`src/rtl/traffic_pkg.sv`:
```
// traffic_pkg: types and constants shared by the junction lights and the pedestrian crossing.
//   ped_state_t      pedestrian controller FSM state
//   LAMP_*           vehicle lamp patterns as {red, amber, green}
//   DEF_*_CYCLES     default timing for pedestrian_crossing
//   PED_CNT_W        width of all pedestrian-side counters
package traffic_pkg;

  typedef enum logic [2:0] {
    StIdle,
    StRequest,
    StWalk,
    StClear,
    StGap
  } ped_state_t;

  // Lamp patterns, bit order {red, amber, green}.
  localparam logic [2:0] LAMP_RED       = 3'b100;
  localparam logic [2:0] LAMP_RED_AMBER = 3'b110;
  localparam logic [2:0] LAMP_GREEN     = 3'b001;
  localparam logic [2:0] LAMP_AMBER     = 3'b010;

  localparam int unsigned DEF_DEBOUNCE_CYCLES = 4;
  localparam int unsigned DEF_WALK_CYCLES     = 5;
  localparam int unsigned DEF_CLEAR_CYCLES    = 4;
  localparam int unsigned DEF_GAP_CYCLES      = 8;

  localparam int unsigned PED_CNT_W = 8;

  // Vehicles held: red lit, amber and green dark.
  function automatic logic lamps_red_only(input logic [2:0] lamps);
    return lamps == LAMP_RED;
  endfunction

  // Green lit together with red or amber can never come from a healthy junction.
  function automatic logic lamps_conflict(input logic [2:0] lamps);
    return ((lamps & LAMP_GREEN) != 3'b000) && ((lamps & LAMP_RED_AMBER) != 3'b000);
  endfunction

  // Terminal count for a phase lasting 'cycles' clock cycles (counter starts at 0).
  function automatic logic [PED_CNT_W-1:0] cnt_last(input int unsigned cycles);
    return PED_CNT_W'(cycles - 1);
  endfunction

endpackage

```
`src/rtl/button_debounce.sv`:
```
// button_debounce: conditions the raw pedestrian push button.
//   A 2-flop synchronizer feeds a debounce counter; the debounced level only changes after
//   DEBOUNCE_CYCLES consecutive synchronized samples differ from it. press_o is a one-cycle
//   combinational pulse on the edge where the debounced level rises, so a consumer that
//   registers on the same edge sees the press with no extra latency.
// Ports:
//   clk_i         system clock
//   rst_i         asynchronous active-high reset
//   button_raw_i  raw, asynchronous button level
//   press_o       accepted rising edge of the debounced level
module button_debounce
  import traffic_pkg::*;
#(
  parameter int unsigned DEBOUNCE_CYCLES = DEF_DEBOUNCE_CYCLES
) (
  input  logic clk_i,
  input  logic rst_i,
  input  logic button_raw_i,
  output logic press_o
);

  localparam logic [PED_CNT_W-1:0] CntLast = cnt_last(DEBOUNCE_CYCLES);

  logic                 sync1_q, sync2_q;
  logic                 level_q, level_d;
  logic [PED_CNT_W-1:0] cnt_q, cnt_d;

  always_ff @(posedge clk_i or posedge rst_i) begin
    if (rst_i) begin
      sync1_q <= 1'b0;
      sync2_q <= 1'b0;
    end else begin
      sync1_q <= button_raw_i;
      sync2_q <= sync1_q;
    end
  end

  // Count consecutive samples that disagree with the accepted level; any agreeing sample
  // restarts the count, so short glitches never reach the terminal value.
  always_comb begin
    level_d = level_q;
    cnt_d   = '0;
    press_o = 1'b0;
    if (sync2_q != level_q) begin
      if (cnt_q == CntLast) begin
        level_d = sync2_q;
        press_o = sync2_q;
      end else begin
        cnt_d = cnt_q + PED_CNT_W'(1);
      end
    end
  end

  always_ff @(posedge clk_i or posedge rst_i) begin
    if (rst_i) begin
      level_q <= 1'b0;
      cnt_q   <= '0;
    end else begin
      level_q <= level_d;
      cnt_q   <= cnt_d;
    end
  end

endmodule

```
`src/rtl/pedestrian_crossing.sv`:
```
// pedestrian_crossing: pedestrian-side controller for the crossing served by traffic_light.
//   Debounces the push button, raises ped_request_o towards traffic_light and sequences
//   WALK / flashing DON'T WALK / solid DON'T WALK, only showing WALK while the returned
//   vehicle lamps are red-only. All outputs are registered.
// Build option:
//   PED_FAULT_DETECT_EN  when defined, a lamp conflict (green with red/amber, or green/amber
//                        seen during WALK) sets the sticky fault_o and parks the FSM in GAP.
//                        When undefined, fault_o is tied low.
// Ports:
//   clk_i          system clock
//   rst_i          asynchronous active-high reset
//   button_raw_i   raw pedestrian push button
//   red_i          vehicle red lamp (traffic_light red_o)
//   amber_i        vehicle amber lamp (traffic_light amber_o)
//   green_i        vehicle green lamp (traffic_light green_o)
//   ped_request_o  request to traffic_light pedestrian_button_i
//   walk_o         WALK signal
//   dont_walk_o    DON'T WALK signal, solid or flashing
//   wait_lamp_o    request-registered indicator
//   fault_o        sticky lamp/WALK conflict flag
module pedestrian_crossing
  import traffic_pkg::*;
#(
  parameter int unsigned DEBOUNCE_CYCLES = DEF_DEBOUNCE_CYCLES,
  parameter int unsigned WALK_CYCLES     = DEF_WALK_CYCLES,
  parameter int unsigned CLEAR_CYCLES    = DEF_CLEAR_CYCLES,
  parameter int unsigned GAP_CYCLES      = DEF_GAP_CYCLES
) (
  input  logic clk_i,
  input  logic rst_i,
  input  logic button_raw_i,
  input  logic red_i,
  input  logic amber_i,
  input  logic green_i,
  output logic ped_request_o,
  output logic walk_o,
  output logic dont_walk_o,
  output logic wait_lamp_o,
  output logic fault_o
);

  localparam logic [PED_CNT_W-1:0] WalkLast  = cnt_last(WALK_CYCLES);
  localparam logic [PED_CNT_W-1:0] ClearLast = cnt_last(CLEAR_CYCLES);
  localparam logic [PED_CNT_W-1:0] GapLast   = cnt_last(GAP_CYCLES);

  logic                 press;
  logic [2:0]           lamps;
  logic                 red_only;
  logic                 fault_hold;

  ped_state_t           state_q, state_d;
  logic [PED_CNT_W-1:0] cnt_q, cnt_d;
  logic                 pending_q, pending_d;

  logic                 ped_request_d, walk_d, dont_walk_d, wait_lamp_d;

  button_debounce #(
    .DEBOUNCE_CYCLES(DEBOUNCE_CYCLES)
  ) u_button_debounce (
    .clk_i        (clk_i),
    .rst_i        (rst_i),
    .button_raw_i (button_raw_i),
    .press_o      (press)
  );

  assign lamps    = {red_i, amber_i, green_i};
  assign red_only = lamps_red_only(lamps);

`ifdef PED_FAULT_DETECT_EN
  logic fault_q;
  logic fault_now;

  assign fault_now  = lamps_conflict(lamps) || ((state_q == StWalk) && (green_i || amber_i));
  // Holding on the detecting edge keeps WALK from being entered or extended on a bad sample.
  assign fault_hold = fault_q || fault_now;

  always_ff @(posedge clk_i or posedge rst_i) begin
    if (rst_i) begin
      fault_q <= 1'b0;
    end else begin
      fault_q <= fault_hold;
    end
  end

  assign fault_o = fault_q;
`else
  assign fault_hold = 1'b0;
  assign fault_o    = 1'b0;
`endif

  // Next state. cnt_q counts cycles already spent in the current timed phase.
  always_comb begin
    state_d   = state_q;
    cnt_d     = cnt_q;
    pending_d = pending_q;

    unique case (state_q)
      StIdle: begin
        if (press) begin
          state_d = StRequest;
          cnt_d   = '0;
        end
      end
      StRequest: begin
        if (red_only) begin
          state_d = StWalk;
          cnt_d   = '0;
        end
      end
      StWalk: begin
        // Lamp loss and timer expiry on the same edge collapse into one exit.
        if (!red_only || (cnt_q == WalkLast)) begin
          state_d = StClear;
          cnt_d   = '0;
        end else begin
          cnt_d = cnt_q + PED_CNT_W'(1);
        end
      end
      StClear: begin
        if (cnt_q == ClearLast) begin
          state_d = StGap;
          cnt_d   = '0;
        end else begin
          cnt_d = cnt_q + PED_CNT_W'(1);
        end
      end
      StGap: begin
        if (press) begin
          pending_d = 1'b1;
        end
        if (cnt_q == GapLast) begin
          state_d   = (pending_q || press) ? StRequest : StIdle;
          pending_d = 1'b0;
          cnt_d     = '0;
        end else begin
          cnt_d = cnt_q + PED_CNT_W'(1);
        end
      end
      default: begin
        state_d   = StIdle;
        cnt_d     = '0;
        pending_d = 1'b0;
      end
    endcase

    if (fault_hold) begin
      state_d   = StGap;
      cnt_d     = '0;
      pending_d = 1'b0;
    end
  end

  // Outputs are decoded from the next state so they can be registered without a cycle of lag.
  always_comb begin
    ped_request_d = 1'b0;
    walk_d        = 1'b0;
    dont_walk_d   = 1'b1;
    wait_lamp_d   = 1'b0;
    unique case (state_d)
      StIdle: begin
      end
      StRequest: begin
        ped_request_d = 1'b1;
        wait_lamp_d   = 1'b1;
      end
      StWalk: begin
        walk_d      = 1'b1;
        dont_walk_d = 1'b0;
      end
      StClear: begin
        // Flash starts lit on the first CLEAR cycle.
        dont_walk_d = ~cnt_d[0];
      end
      StGap: begin
        wait_lamp_d = pending_d;
      end
      default: begin
      end
    endcase
  end

  always_ff @(posedge clk_i or posedge rst_i) begin
    if (rst_i) begin
      state_q       <= StIdle;
      cnt_q         <= '0;
      pending_q     <= 1'b0;
      ped_request_o <= 1'b0;
      walk_o        <= 1'b0;
      dont_walk_o   <= 1'b1;
      wait_lamp_o   <= 1'b0;
    end else begin
      state_q       <= state_d;
      cnt_q         <= cnt_d;
      pending_q     <= pending_d;
      ped_request_o <= ped_request_d;
      walk_o        <= walk_d;
      dont_walk_o   <= dont_walk_d;
      wait_lamp_o   <= wait_lamp_d;
    end
  end

  // Pedestrian safety invariants.
  a_walk_excl : assert property (@(posedge clk_i) disable iff (rst_i) !(walk_o && dont_walk_o));
  a_walk_red  : assert property (@(posedge clk_i) disable iff (rst_i)
                                 (amber_i || green_i) |=> !walk_o);

endmodule

```
`config.mk`:
```
export PLATFORM = sky130hd
export DESIGN_NAME = pedestrian_crossing
export DESIGN_NICKNAME = d
export VERILOG_FILES = /design/src/rtl/traffic_pkg.sv /design/src/rtl/button_debounce.sv /design/src/rtl/pedestrian_crossing.sv
export SDC_FILE = /design/constraint.sdc
export NUM_CORES = 1
export LEC_CHECK = 0
export ABC_CLOCK_PERIOD_IN_PS = 3200
export CORE_MARGIN = 2
export CORE_UTILIZATION = 35
export CTS_CLUSTER_SIZE = 40
export DETAILED_ROUTE_END_ITERATION = 16
export MAX_ROUTING_LAYER = met4
export PLACE_DENSITY_LB_ADDON = 0.15
export SYNTH_ARGS = -nofsm -noshare
export SYNTH_HDL_FRONTEND = slang
export SYNTH_HIERARCHICAL = 1
export SYNTH_SLANG_ARGS = --single-unit
```
`constraint.sdc`:
```
create_clock -name clk_i -period 3.2 [get_ports clk_i]
set_input_delay 0.32 -clock clk_i [delete_from_list [all_inputs] [get_ports clk_i]]
set_output_delay 0.32 -clock clk_i [all_outputs]
set_load 0.01 [all_outputs]
```
==> results.py <==
metrics = {
    "run_status": {
        "outcome": "finished, final reports clean",
    },
    "critical_path": {
        "required_ns": 3.36,
        "worstSetupStartpointType": "flip-flop",
        "cp-end-kind": "flip-flop",
        "crit_chain": "nor4_2 > nand3_1 > nor3b_1 > nor2b_1 > a2111oi_1 > buf_4 > nand2b_1 > xnor2_1 > nor2_1",
        "cp_num_buf_inv": 1,
        "critical_path_class": "reg2reg",
        "slowest_delay_ns": 0.46,
        "arrival_ns": 2.45,
        "crit_slowest_cell": "dfrtp_1",
        "cp_max_fo": 11,
        "crit_family": "simple AND/OR/NAND/NOR gates",
    },
    "placed_design": {
        "port_buffers": 9,
        "dp_cells": 207,
        "dp_hpwl_um": 2070,
        "place_congestion": 0.805,
        "dp_slack_ns": 0.943,
    },
    "clock_tree": {
        "hold_buffers": 0,
        "clk_latency_ns": 0.27,
        "h-tree-depth": 1,
        "clockBufferDepth": 2,
        "path_clk_slew_ns": 0.09,
        "cts_setup_buffers": 0,
        "tritoncts": "done",
        "post_cts_resize_count": 0,
        "cts_buffers": 3,
        "cts_sinks": 27,
        "root_buffer": "clkbuf_8",
    },
    "synthesis": {
        "synth.yosys.seq_area_share_pct": 47.2,
        "postSynthCellCount": 151,
        "synthFlopType": "dfrtp_1",
        "synth_common_cells": "dfrtp_1 (26), nor2_1 (17), nand2_1 (12)",
        "synthArstFlopShare_pct": 100,
        "yosys.area.top_type_share_pct": 45.3,
        "syn_avg_cell_area_um2": 9.50,
        "synth-edff-count": 0,
        "syn_area_mm2": 0.00144,
        "yosysMostFrequentCell": "dfrtp_1",
        "synth_cell_types": 46,
        "ys_seq_elements": 27,
        "yosysTopAreaCell": "dfrtp_1",
        "synth_nets": 160,
        "yosysWarnings": 6,
        "synthTopCellsByArea": "dfrtp_1 (45%), nor2_1 (4.4%), o21ai_0 (3.1%)",
    },
    "grt": {
        "grt_overflow": 0,
        "grt_first_pass_wirelength_um": 4870,
        "grt_antenna_before_repair": 0,
        "grt_usage_pct": 14.7,
        "grt_max_degree": 17,
        "grt_pass1_vias": 1100,
    },
    "pwr": {
        "clkPwrFrac_pct": 15.5,
        "p_leak_nw": 0.697,
        "p_seq_share_pct": 43.3,
        "irDropWorstVdd_mv": 0.252,
        "p_switching_w": 0.000498,
        "p_int_w": 0.000743,
        "swShare_pct": 40.1,
        "power.density_mw_per_mm2": 764,
        "pwr-share-comb_pct": 41.2,
    },
    "die": {
        "row_count": 23,
        "dieArea_mm2": 0.00463,
        "ios": 11,
        "core_area_mm2": 0.00397,
        "die_w_um": 68.0,
        "die_h_um": 68.0,
        "start_util_pct": 36.1,
    },
    "final_layout": {
        "drive_gt1_share_pct": 8.70,
        "postLayoutCoreUtil_pct": 40.9,
        "syn_to_final_growth_pct": 13.1,
        "antenna_cells": 0,
        "layout.cells.non_filler": 211,
        "nNetsFinal": 171,
    },
    "timing": {
        "slew_headroom_pct": 59.4,
        "tns_ns": 0,
        "rsz0062_at_grt": "no",
        "hold_violations": 0,
        "clock_skew_ns": 0.00353,
        "timing.fmax_mhz": 437,
        "timing.final.crit_share_pct": 71.6,
        "finalMaxSlewViolations": 0,
        "worst_pin_slew_ns": 0.609,
        "setup_viol": 0,
        "fin_ws_ns": 0.910,
        "fin_crit_ns": 2.29,
    },
    "route": {
        "drtPass1Iterations": 4,
        "detail-route-antenna-nets": 0,
        "via_per_inst": 5.24,
        "num_vias": 1105,
        "routed_wl_um": 2750,
        "wl_per_cell_um": 13.0,
        "drc_errors": 0,
        "drtIter0Drc": 172,
    },
    "worst_hold_path": {
        "hp-class": "in2async",
    },
    "flow_run": {
        "drv_cap": 0,
    },
}
[path summary, 6_finish.rpt]
kind | depth (start not counted) | end | start | slack (ns)
worst max-delay path | 9 | cnt_q[2]$_DFFE_PP0P_ | u_button_debounce/cnt_q[2]$_DFF_PP0_ | 0.91
worst min-delay path | 2 | u_button_debounce/cnt_q[5]$_DFF_PP0_ | rst_i | 0.35
worst min register to register | 0 | u_button_debounce/sync2_q$_DFF_PP0_ | u_button_debounce/sync1_q$_DFF_PP0_ | 0.38
min in group clk_i | 0 | u_button_debounce/sync2_q$_DFF_PP0_ | u_button_debounce/sync1_q$_DFF_PP0_ | 0.38
worst max register to register | 9 | cnt_q[2]$_DFFE_PP0P_ | u_button_debounce/cnt_q[2]$_DFF_PP0_ | 0.91
max in group asynchronous | 2 | cnt_q[3]$_DFFE_PP0P_ | rst_i | 2.37
[layout make-up]
class | instances | area, µm²
Fill cell | 389 | 2350
Multi-Input combinational cell | 109 | 698
Sequential cell | 27 | 677
Timing Repair Buffer | 10 | 97.6
Tap cell | 50 | 62.6
Clock buffer | 3 | 41.3
Inverter | 11 | 41.3
Clock inverter | 1 | 5.00
[sequential cells by signal (all words and copies together) (netlist names)]
| name | flops |
|---|---|
| cnt_q | 8 |
| dont_walk_o | 1 |
| walk_o | 1 |
| u_button_debounce/cnt_q | 8 |
| state_q | 3 |
| u_button_debounce/sync2_q | 1 |
| u_button_debounce/level_q | 1 |
| ped_request_o | 1 |
| u_button_debounce/sync1_q | 1 |
| wait_lamp_o | 1 |
| pending_q | 1 |
[per-layer routing]
| layer | vias up | GRT usage, % | share of wire [%] |
|---|---|---|---|
| met2 | 14 | 25.6 | 50 |
| met3 | 4 | 2.63 | 2.5 |
| met1 | 533 | 16.0 | 45 |
| li1 | 554 | - | - |
| met4 | 0 | 7.75 | 2.0 |
| met5 | - | - | 0 |
[cell families after synthesis]
| family | count (synthesis) | synth area share (%) |
|---|---|---|
| multiplexers | 3 | 2.44 |
| AND/OR/NAND/NOR | 63 | 24.2 |
| other | 1 | 0.261 |
| flip-flops | 27 | 47.2 |
| XOR/XNOR | 5 | 3.05 |
| adder cells (fa/ha/maj) | 3 | 2.62 |
| AO/OA/AOI/OAI | 34 | 16.0 |
| buffers and inverters | 15 | 4.27 |
[metrics by stage]
stage               total power (W)  hold WS, ns  instance area, µm²
floorplan                  0.000900        0.172                1440
global placement            0.00105        0.334                1580
detailed placement          0.00106        0.358                1580
CTS                         0.00125        0.362                1620
global route                0.00135        0.396                1620
finish                      0.00124        0.349                1620
[cell usage in the layout (no fill, tap or decap), types with 5 or more instances in the layout]
cell type,netlist,layout
inv_1,11,11
nand3_1,8,8
nand2_1,12,12
or3_1,5,5
clkdlybuf4s50_1,0,9
o21ai_0,9,9
nor2_1,17,17
dfrtp_1,26,26
a21oi_1,8,8
[power by group through the flow]
stage	sequential, W	combinational, W	clock [W]
global route	0.000553	0.000581	0.000213
floorplan	0.000508	0.000393	0
global placement	0.000540	0.000507	0
finish	0.000537	0.000510	0.000193
detailed placement	0.000542	0.000515	0
CTS	0.000536	0.000518	0.000201
Note: power is estimated with default switching activity, not from simulation.
